$ cat src/rtl/ac97_frame_decoder.sv
// ============================================================================
// Module   : ac97_frame_decoder
// Purpose  : Codec-side AC97 output-link deserializer. Recovers slot 0 (tag),
//            slots 1/2 (command) and slots 3/4 (PCM) from the Sync/SData_Out
//            stream. Optional statistics counters: AC97_DEC_STATS_EN.
// Revision : 1.0 - initial release
// ============================================================================
`default_nettype none

module ac97_frame_decoder #(
  parameter int SAMPLE_WIDTH = 16,
  parameter int SYNC_LEN     = 16
) (
  input  logic                    clk,
  input  logic                    reset,
  input  logic                    bit_en,
  input  logic                    sync,
  input  logic                    sdata,
  output logic [SAMPLE_WIDTH-1:0] sample_left,
  output logic [SAMPLE_WIDTH-1:0] sample_right,
  output logic                    sample_valid,
  output logic [19:0]             cmd_addr,
  output logic [19:0]             cmd_data,
  output logic                    cmd_valid,
  output logic [15:0]             tag,
  output logic                    sync_error,
  output logic [15:0]             frame_count,
  output logic [15:0]             error_count
);

  localparam logic [0:0] S_HUNT  = 1'b0;
  localparam logic [0:0] S_FRAME = 1'b1;

  localparam logic [8:0] c_SYNC_LEN   = 9'(SYNC_LEN);
  localparam logic [7:0] c_SLOT0_END  = 8'd15;
  localparam logic [7:0] c_SLOT1_END  = 8'd35;
  localparam logic [7:0] c_SLOT2_END  = 8'd55;
  localparam logic [7:0] c_SLOT3_END  = 8'd75;
  localparam logic [7:0] c_SLOT4_END  = 8'd95;
  localparam logic [7:0] c_LAST_BIT   = 8'd255;

  logic [0:0]              r_state;
  logic [0:0]              w_state_next;
  logic [7:0]              r_bit_cnt;
  logic [18:0]             r_shift;
  logic                    r_sync_prev;

  logic [15:0]             r_tag_stage;
  logic [19:0]             r_addr_stage;
  logic [19:0]             r_data_stage;
  logic [SAMPLE_WIDTH-1:0] r_left_stage;
  logic [SAMPLE_WIDTH-1:0] r_right_stage;

  logic [SAMPLE_WIDTH-1:0] r_sample_left;
  logic [SAMPLE_WIDTH-1:0] r_sample_right;
  logic                    r_sample_valid;
  logic [19:0]             r_cmd_addr;
  logic [19:0]             r_cmd_data;
  logic                    r_cmd_valid;
  logic [15:0]             r_tag;
  logic                    r_sync_error;

  logic [19:0]             w_shift_next;
  logic                    w_rise;
  logic                    w_exp_sync;
  logic                    w_start;
  logic                    w_viol;
  logic                    w_restart;
  logic                    w_advance;
  logic                    w_commit;

  assign w_shift_next = {r_shift, sdata};
  assign w_rise       = sync & ~r_sync_prev;
  assign w_exp_sync   = ({1'b0, r_bit_cnt} < c_SYNC_LEN);

  // State register
  always_ff @(posedge clk) begin
    if (reset) begin
      r_state <= S_HUNT;
    end else begin
      r_state <= w_state_next;
    end
  end

  // Next-state logic
  always_comb begin
    w_state_next = r_state;
    case (r_state)
      S_HUNT: begin
        if (bit_en && w_rise) begin
          w_state_next = S_FRAME;
        end
      end
      S_FRAME: begin
        if (bit_en && (sync != w_exp_sync) && !w_rise) begin
          w_state_next = S_HUNT;
        end
      end
      default: w_state_next = S_HUNT;
    endcase
  end

  // Output/control decode
  always_comb begin
    w_start   = 1'b0;
    w_viol    = 1'b0;
    w_restart = 1'b0;
    w_advance = 1'b0;
    w_commit  = 1'b0;
    case (r_state)
      S_HUNT: begin
        w_start = bit_en & w_rise;
      end
      S_FRAME: begin
        w_viol    = bit_en & (sync != w_exp_sync);
        w_restart = w_viol & w_rise;
        w_advance = bit_en & ~w_viol;
        w_commit  = w_advance & (r_bit_cnt == c_LAST_BIT);
      end
      default: begin
        w_start = 1'b0;
      end
    endcase
  end

  always_ff @(posedge clk) begin
    if (reset) begin
      r_bit_cnt      <= '0;
      r_shift        <= '0;
      r_sync_prev    <= 1'b0;
      r_tag_stage    <= '0;
      r_addr_stage   <= '0;
      r_data_stage   <= '0;
      r_left_stage   <= '0;
      r_right_stage  <= '0;
      r_sample_left  <= '0;
      r_sample_right <= '0;
      r_sample_valid <= 1'b0;
      r_cmd_addr     <= '0;
      r_cmd_data     <= '0;
      r_cmd_valid    <= 1'b0;
      r_tag          <= '0;
      r_sync_error   <= 1'b0;
    end else begin
      r_sample_valid <= 1'b0;
      r_cmd_valid    <= 1'b0;
      r_sync_error   <= w_viol;

      if (bit_en) begin
        r_sync_prev <= sync;
      end

      // A rising edge during a frame re-anchors bit 0 on that same bit
      if (w_start || w_restart) begin
        r_bit_cnt <= 8'd1;
        r_shift   <= w_shift_next[18:0];
      end else if (w_advance) begin
        r_bit_cnt <= r_bit_cnt + 8'd1;
        r_shift   <= w_shift_next[18:0];
        case (r_bit_cnt)
          c_SLOT0_END: r_tag_stage   <= w_shift_next[15:0];
          c_SLOT1_END: r_addr_stage  <= w_shift_next;
          c_SLOT2_END: r_data_stage  <= w_shift_next;
          c_SLOT3_END: r_left_stage  <= w_shift_next[19 -: SAMPLE_WIDTH];
          c_SLOT4_END: r_right_stage <= w_shift_next[19 -: SAMPLE_WIDTH];
          default: ;
        endcase
      end

      if (w_commit) begin
        r_tag <= r_tag_stage;
        if (r_tag_stage[15]) begin
          if (r_tag_stage[14] && r_tag_stage[13]) begin
            r_cmd_addr  <= r_addr_stage;
            r_cmd_data  <= r_data_stage;
            r_cmd_valid <= 1'b1;
          end
          if (r_tag_stage[12]) begin
            r_sample_left <= r_left_stage;
          end
          if (r_tag_stage[11]) begin
            r_sample_right <= r_right_stage;
          end
          r_sample_valid <= r_tag_stage[12] | r_tag_stage[11];
        end
      end
    end
  end

  assign sample_left  = r_sample_left;
  assign sample_right = r_sample_right;
  assign sample_valid = r_sample_valid;
  assign cmd_addr     = r_cmd_addr;
  assign cmd_data     = r_cmd_data;
  assign cmd_valid    = r_cmd_valid;
  assign tag          = r_tag;
  assign sync_error   = r_sync_error;

`ifdef AC97_DEC_STATS_EN
  logic [15:0] r_frame_count;
  logic [15:0] r_error_count;

  always_ff @(posedge clk) begin
    if (reset) begin
      r_frame_count <= '0;
      r_error_count <= '0;
    end else begin
      if (w_commit && (r_frame_count != 16'hFFFF)) begin
        r_frame_count <= r_frame_count + 16'd1;
      end
      if (w_viol && (r_error_count != 16'hFFFF)) begin
        r_error_count <= r_error_count + 16'd1;
      end
    end
  end

  assign frame_count = r_frame_count;
  assign error_count = r_error_count;
`else
  assign frame_count = 16'h0000;
  assign error_count = 16'h0000;
`endif

endmodule

`default_nettype wire

$ cat config.mk
export PLATFORM = sky130hd
export DESIGN_NAME = ac97_frame_decoder
export DESIGN_NICKNAME = d
export VERILOG_FILES = /design/src/rtl/ac97_frame_decoder.sv
export SDC_FILE = /design/constraint.sdc
export NUM_CORES = 1
export LEC_CHECK = 0
export ABC_AREA = 1
export CORE_MARGIN = 1
export CORE_UTILIZATION = 42
export DETAILED_ROUTE_END_ITERATION = 8
export SLEW_MARGIN = 20
export SYNTH_ARGS = -nofsm -noshare
export SYNTH_HDL_FRONTEND = slang
export SYNTH_SLANG_ARGS = --single-unit
$ cat constraint.sdc
create_clock -name clk -period 2 [get_ports clk]
set_input_delay 0.4 -clock clk [delete_from_list [all_inputs] [get_ports clk]]
set_output_delay 0.4 -clock clk [all_outputs]
set_load 0.005 [all_outputs]
==> results of run 1 <==
cell type report:
type,count,area share
clock buffers,38,0.0666
clock inverters,1,0.000828
inverters,108,0.0384
multi-input cells,795,0.331
flip-flops and latches,208,0.394
well taps,270,0.0319
repair buffers,138,0.138
through the flow:
| stage | cells | worst slack, ns | total power, mW | hold WS, ns | setup TNS (ns) |
|---|---|---|---|---|---|
| finish | 1558 | 0.223 | 8.57 | 0.459 | 0 |
| global route | 1558 | 0.0269 | 8.87 | 0.473 | 0 |
| CTS | 1558 | 0.0470 | 8.68 | 0.462 | 0 |
| detailed placement | 1519 | -0.0651 | 4.64 | 0.449 | -3.29 |
| global placement | 1519 | -0.0205 | 4.64 | 0.448 | -0.275 |
| floorplan | 1222 | 0.373 | 4.55 | 0.430 | 0 |
Yosys cell counts (all sizes together):
| master | n | area [sq um] |
|---|---|---|
| buf | 82 | 548 |
| o21ai | 38 | 190 |
| nand2 | 226 | 861 |
| clkinv | 1 | 3.75 |
| nor3 | 4 | 20.0 |
| inv | 107 | 402 |
| a21oi | 76 | 380 |
| clkbuf | 29 | 113 |
| conb | 1 | 3.75 |
| nor3b | 2 | 15.0 |
| xor2 | 1 | 8.76 |
| nand4 | 76 | 475 |
| nor2 | 275 | 1070 |
| or2 | 1 | 6.26 |
| ha | 1 | 12.5 |
| dfxtp | 208 | 4160 |
| nand3 | 63 | 333 |
metal layers:
metal / track usage / vias up / share of wire
li1: - / 3868 / -
met1: 0.257 / 3376 / 0.47
met2: 0.316 / 134 / 0.47
met3: 0.0308 / 22 / 0.047
met4: 0.0379 / 0 / 0.016
met5: 0 / - / 0
worst max-delay path by stage:
stage,to,cells after the start,slack [ns],from
2_1_floorplan,r_left_stage[10],9,0.37,r_bit_cnt[0]
3_3_place_gp,tag[12],9,-0.02,sync
3_5_place_dp,r_tag_stage[13],10,-0.07,sync
4_1_cts,r_addr_stage[14],8,0.05,r_bit_cnt[0]
5_1_grt,tag[7],9,0.03,r_bit_cnt[0]
6_report,tag[15],1,0.22,tag[15]
power by group through the flow:
stage	Combinational (mW)	Sequential, mW	Clock [mW]
after global routing	0.299	4.29	4.28
final	0.263	4.28	4.02
after global placement	0.262	4.38	0
after detailed placement	0.265	4.37	0
after floorplan	0.236	4.31	0
after CTS	0.265	4.28	4.13
flip-flops by register name (all words and copies together) (netlist names), 8 cells and up:
name           cells
r_shift           19
sample_left       16
r_left_stage      16
sample_right      16
r_bit_cnt          8
tag               16
r_tag_stage       16
r_addr_stage      20
cmd_data          20
cmd_addr          20
r_data_stage      20
r_right_stage     16
kinds of logic (layout without fill, tap and decap cells):
family / count (synthesis) / after routing / share of synthesized area
compound gates: 114 / 114 / 0.0663
xor+xnor: 1 / 1 / 0.00102
fa+ha+maj: 1 / 1 / 0.00145
buf+inv: 219 / 285 / 0.124
flops: 208 / 208 / 0.484
other cells: 1 / 32 / 0.000436
simple gates: 647 / 647 / 0.323
timing repair:
item	4_1_cts	5_1_grt
resized for setup	0	2
setup endpoints to repair	0	21
buffers inserted	0	0
hold buffers	0	0
==> results.txt, run 1 <==
worst path bufs/invs - 1
register area - 0.00417 sq mm
minimum clock period - 1.78 ns
area occupied by multi-input gates - 0.00350 sq mm
CP Data Required Time - 1.60 ns
htree depth - 1
first-pass GRT wire length - 33200 um
CTS tree - yes
final hold violation count - 0
gpl congestion - 0.765
register area share after synthesis - 0.484
Layout Area Growth over Synthesis - 22.9%
Worst Path Max Fanout - 2
number of port buffers - 95
register bit total from synthesis - 208
Leak - 4.22 nW
pin count of the biggest net entering global routing - 60
worst clock skew - 0.00924 ns
Least-Margin Pin Slew - 0.624 ns
Netlist cell types - 28
clock root buffer - clkbuf_16
internal power - 6.66 mW
initial drt markers - 337
First-pass DRT Iterations - 4
Gate power share - 0.031
commonest non-fill, non-tap cell in the layout - nor2_1
delay-heaviest family, CP - buffers and inverters
Post-Synthesis Mean Instance Area - 7.23 sq um
Max-slew headroom - 0.584
DRC - 0
CP Cell Sequence - clkdlybuf4s50_1
fillers - 2015
max_cap viols - 0
hold path startpoint - r_sync_prev
worst min-delay path class - register to register
vias per cell - 4.75
flop2flop setup slack - 0.23 ns
die width - 145 um
Critical Setup Path Class - register to output pin
Finish-stage setup viols - 0
WL final - 20300 um
global route overflow - 0
Final Cell Area - 0.0106 sq mm
Post-Synthesis Cells - 1191
status - completed
final core area utilization - 0.525
GRT Util Overall - 0.189
RR Endpoint - r_addr_stage[9]
reg2reg path depth - 8
FP Rows - 52
highest clock rate - 0.563 GHz
largest stage delay on the critical path - 0.52 ns
vias in the first global route - 6630
CP endpoint kind - output pin
post-route antenna net violation count - 0
sequential share of power - 0.500
DP Wirelength - 13200 um
IR drop worst, VDD - 560 uV
clock sink count - 208
# diodes - 0
Hold Path Stages - 2
NetSw - 1.91 mW
vias - 7400
ratio of final minimum period to clock period - 0.889
Placed Area - 0.00987 sq mm
fraction of layout cells with a size suffix above 1 - 0.0769
sw frac - 0.222
clk buf depth - 3
WL/cell - 13.0 um
initial antenna violation count - 0
Hold Path Sink - r_sync_prev
number of I/O pins - 128
most frequent cells in the layout - nor2_1 (264), nand2_1 (221), dfxtp_1 (207)
pins over their slew limit - 0
Synth Warn # - 0
RSZ-0062 raised after global routing - no
Worst-path clk slew - 0.06 ns
core area - 0.0202 sq mm
Clock Latency Late Sink - 0.50 ns
net count reported at finish - 1281
Crit-path slowest cell - clkdlybuf4s50_1
Worst Path Arrival - 1.38 ns
Startpoint Class - register
post-synthesis instance area - 0.00861 sq mm
full die area - 0.0211 sq mm
Num CTS Buffers - 24
power per cell area - 810 mW/mm^2
Starting Density - 0.427
share of power burned in the clock network - 0.469
Die Ht - 145 um
Worst R2R Start - r_bit_cnt[0]
No activity file was read; power rests on OpenSTA's default activity.
==> inputs of run 2 (changes only) <==
REMOVE_ABC_BUFFERS = 1   (was not set)
==> results.txt, run 2 (synthesized netlist as in run 1, its figures left out) <==
largest stage delay on the critical path - 0.39 ns
Least-Margin Pin Slew - 0.656 ns
most frequent cells in the layout - nor2_1 (265), nand2_1 (221), dfxtp_1 (207)
final hold violation count - 0
hold_ws - 0.346 ns
fraction of layout cells with a size suffix above 1 - 0.0718
worst clock skew - 0.00852 ns
Placed Area - 0.00979 sq mm
CP Data Required Time - 2.39 ns
minimum clock period - 1.83 ns
Num CTS Buffers - 23
power per cell area - 795 mW/mm^2
total power - 8.38 mW
worst min-delay path class - input pin to register
first-pass GRT wire length - 32200 um
RSZ-0062 raised after global routing - no
final core area utilization - 0.523
Layout Area Growth over Synthesis - 22.5%
WL final - 19700 um
pin count of the biggest net entering global routing - 68
gpl congestion - 0.839
Final Cell Area - 0.0105 sq mm
Max-slew headroom - 0.562
number of port buffers - 95
# diodes - 0
Worst-path clk slew - 0.06 ns
CP Cell Sequence - ha_1 > nand3_2 > nor2_4 > inv_2 > nor2_4 > buf_4 > buf_12 > nand4_1 > nand2_1 > nor2_1
IR drop worst, VDD - 608 uV
Critical Setup Path Class - register to register
vias in the first global route - 6615
number of I/O pins - 128
post-route antenna net violation count - 0
Finish-stage setup viols - 0
vias per cell - 4.74
die width - 145 um
Leak - 4.20 nW
CP endpoint kind - register
hold_buf cts - 0
CTS tree - yes
clk buf depth - 3
clock root buffer - clkbuf_16
vias - 7344
net count reported at finish - 1273
Crit-path slowest cell - dfxtp_1
Startpoint Class - register
max_cap viols - 0
pins over their slew limit - 0
Worst Path Arrival - 2.22 ns
WL/cell - 12.7 um
ratio of final minimum period to clock period - 0.915
commonest non-fill, non-tap cell in the layout - nor2_1
core area - 0.0202 sq mm
status - completed
fillers - 2022
Starting Density - 0.427
Clock Latency Late Sink - 0.49 ns
DP Wirelength - 12600 um
CP dominant cell by count - nor2_4
initial drt markers - 341
post_cts resized - 0
clock sink count - 208
full die area - 0.0211 sq mm
highest clock rate - 0.546 GHz
# Post-CTS Setup Buffers - 0
Fin Setup TNS - 0 ns
initial antenna violation count - 0
global route overflow - 0
Die Ht - 145 um
FP Rows - 52
htree depth - 1
First-pass DRT Iterations - 4
GRT Util Overall - 0.181
Worst Path Max Fanout - 23
DRC - 0
[run 2: cell count changes in the layout (fill, tap and decap cells not counted), sizes merged]
cell / delta
clkinv: +5
clkbuf: -4
bufinv: +1
buf: -9
[run 2: layer usage]
layer	up-vias	track usage	routed length [um]
met5	-	0	0
met3	29	0.0255	829
met4	0	0.0421	320
met1	3314	0.241	9290
met2	137	0.310	9290
li1	3864	-	-
[run 2: worst max-delay path: cells and delay by family (launching register included)]
family	cells	cell delay [ns]
adder cells (fa/ha/maj)	1	0.25
AND/OR/NAND/NOR	6	0.70
flip-flops	1	0.39
buffers and inverters	3	0.38
[run 2: cell type report]
class / instances / area (sq um) / share of cell area
clock inverter: 7 / 60.1 / 0.00569
inverter: 108 / 408 / 0.0387
multi-input combinational: 795 / 3500 / 0.332
tap: 270 / 338 / 0.0320
sequential: 208 / 4170 / 0.395
clock buffer: 32 / 619 / 0.0587
timing repair buffer: 131 / 1450 / 0.138
[run 2: path summary, 6_finish.rpt]
path | from | endpoint | slack (ns) | cells after the start
min reg2reg | r_tag_stage[6] | tag[6] | 0.45 | 2
min | reset | r_data_stage[7] | 0.35 | 4
max | r_bit_cnt[0] | cmd_addr[11] | 0.17 | 10
max reg2reg | r_bit_cnt[0] | cmd_addr[11] | 0.17 | 10
[run 2: metrics by stage]
stage,instances,worst slack [ns]
2_1_floorplan,1111,-1.23
3_3_place_gp,1507,-0.0781
3_5_place_dp,1507,-0.0961
4_1_cts,1546,0.140
5_1_grt,1551,0.0594
6_report,1551,0.170
[run 2: power breakdown]
group          total [mW]  switching, mW  internal, mW  leakage, nW
sequential           4.26         0.0792          4.18         1.68
combinational       0.255          0.171        0.0841         2.19
clock                3.87           1.59          2.28        0.338
total                8.38           1.84          6.54         4.20
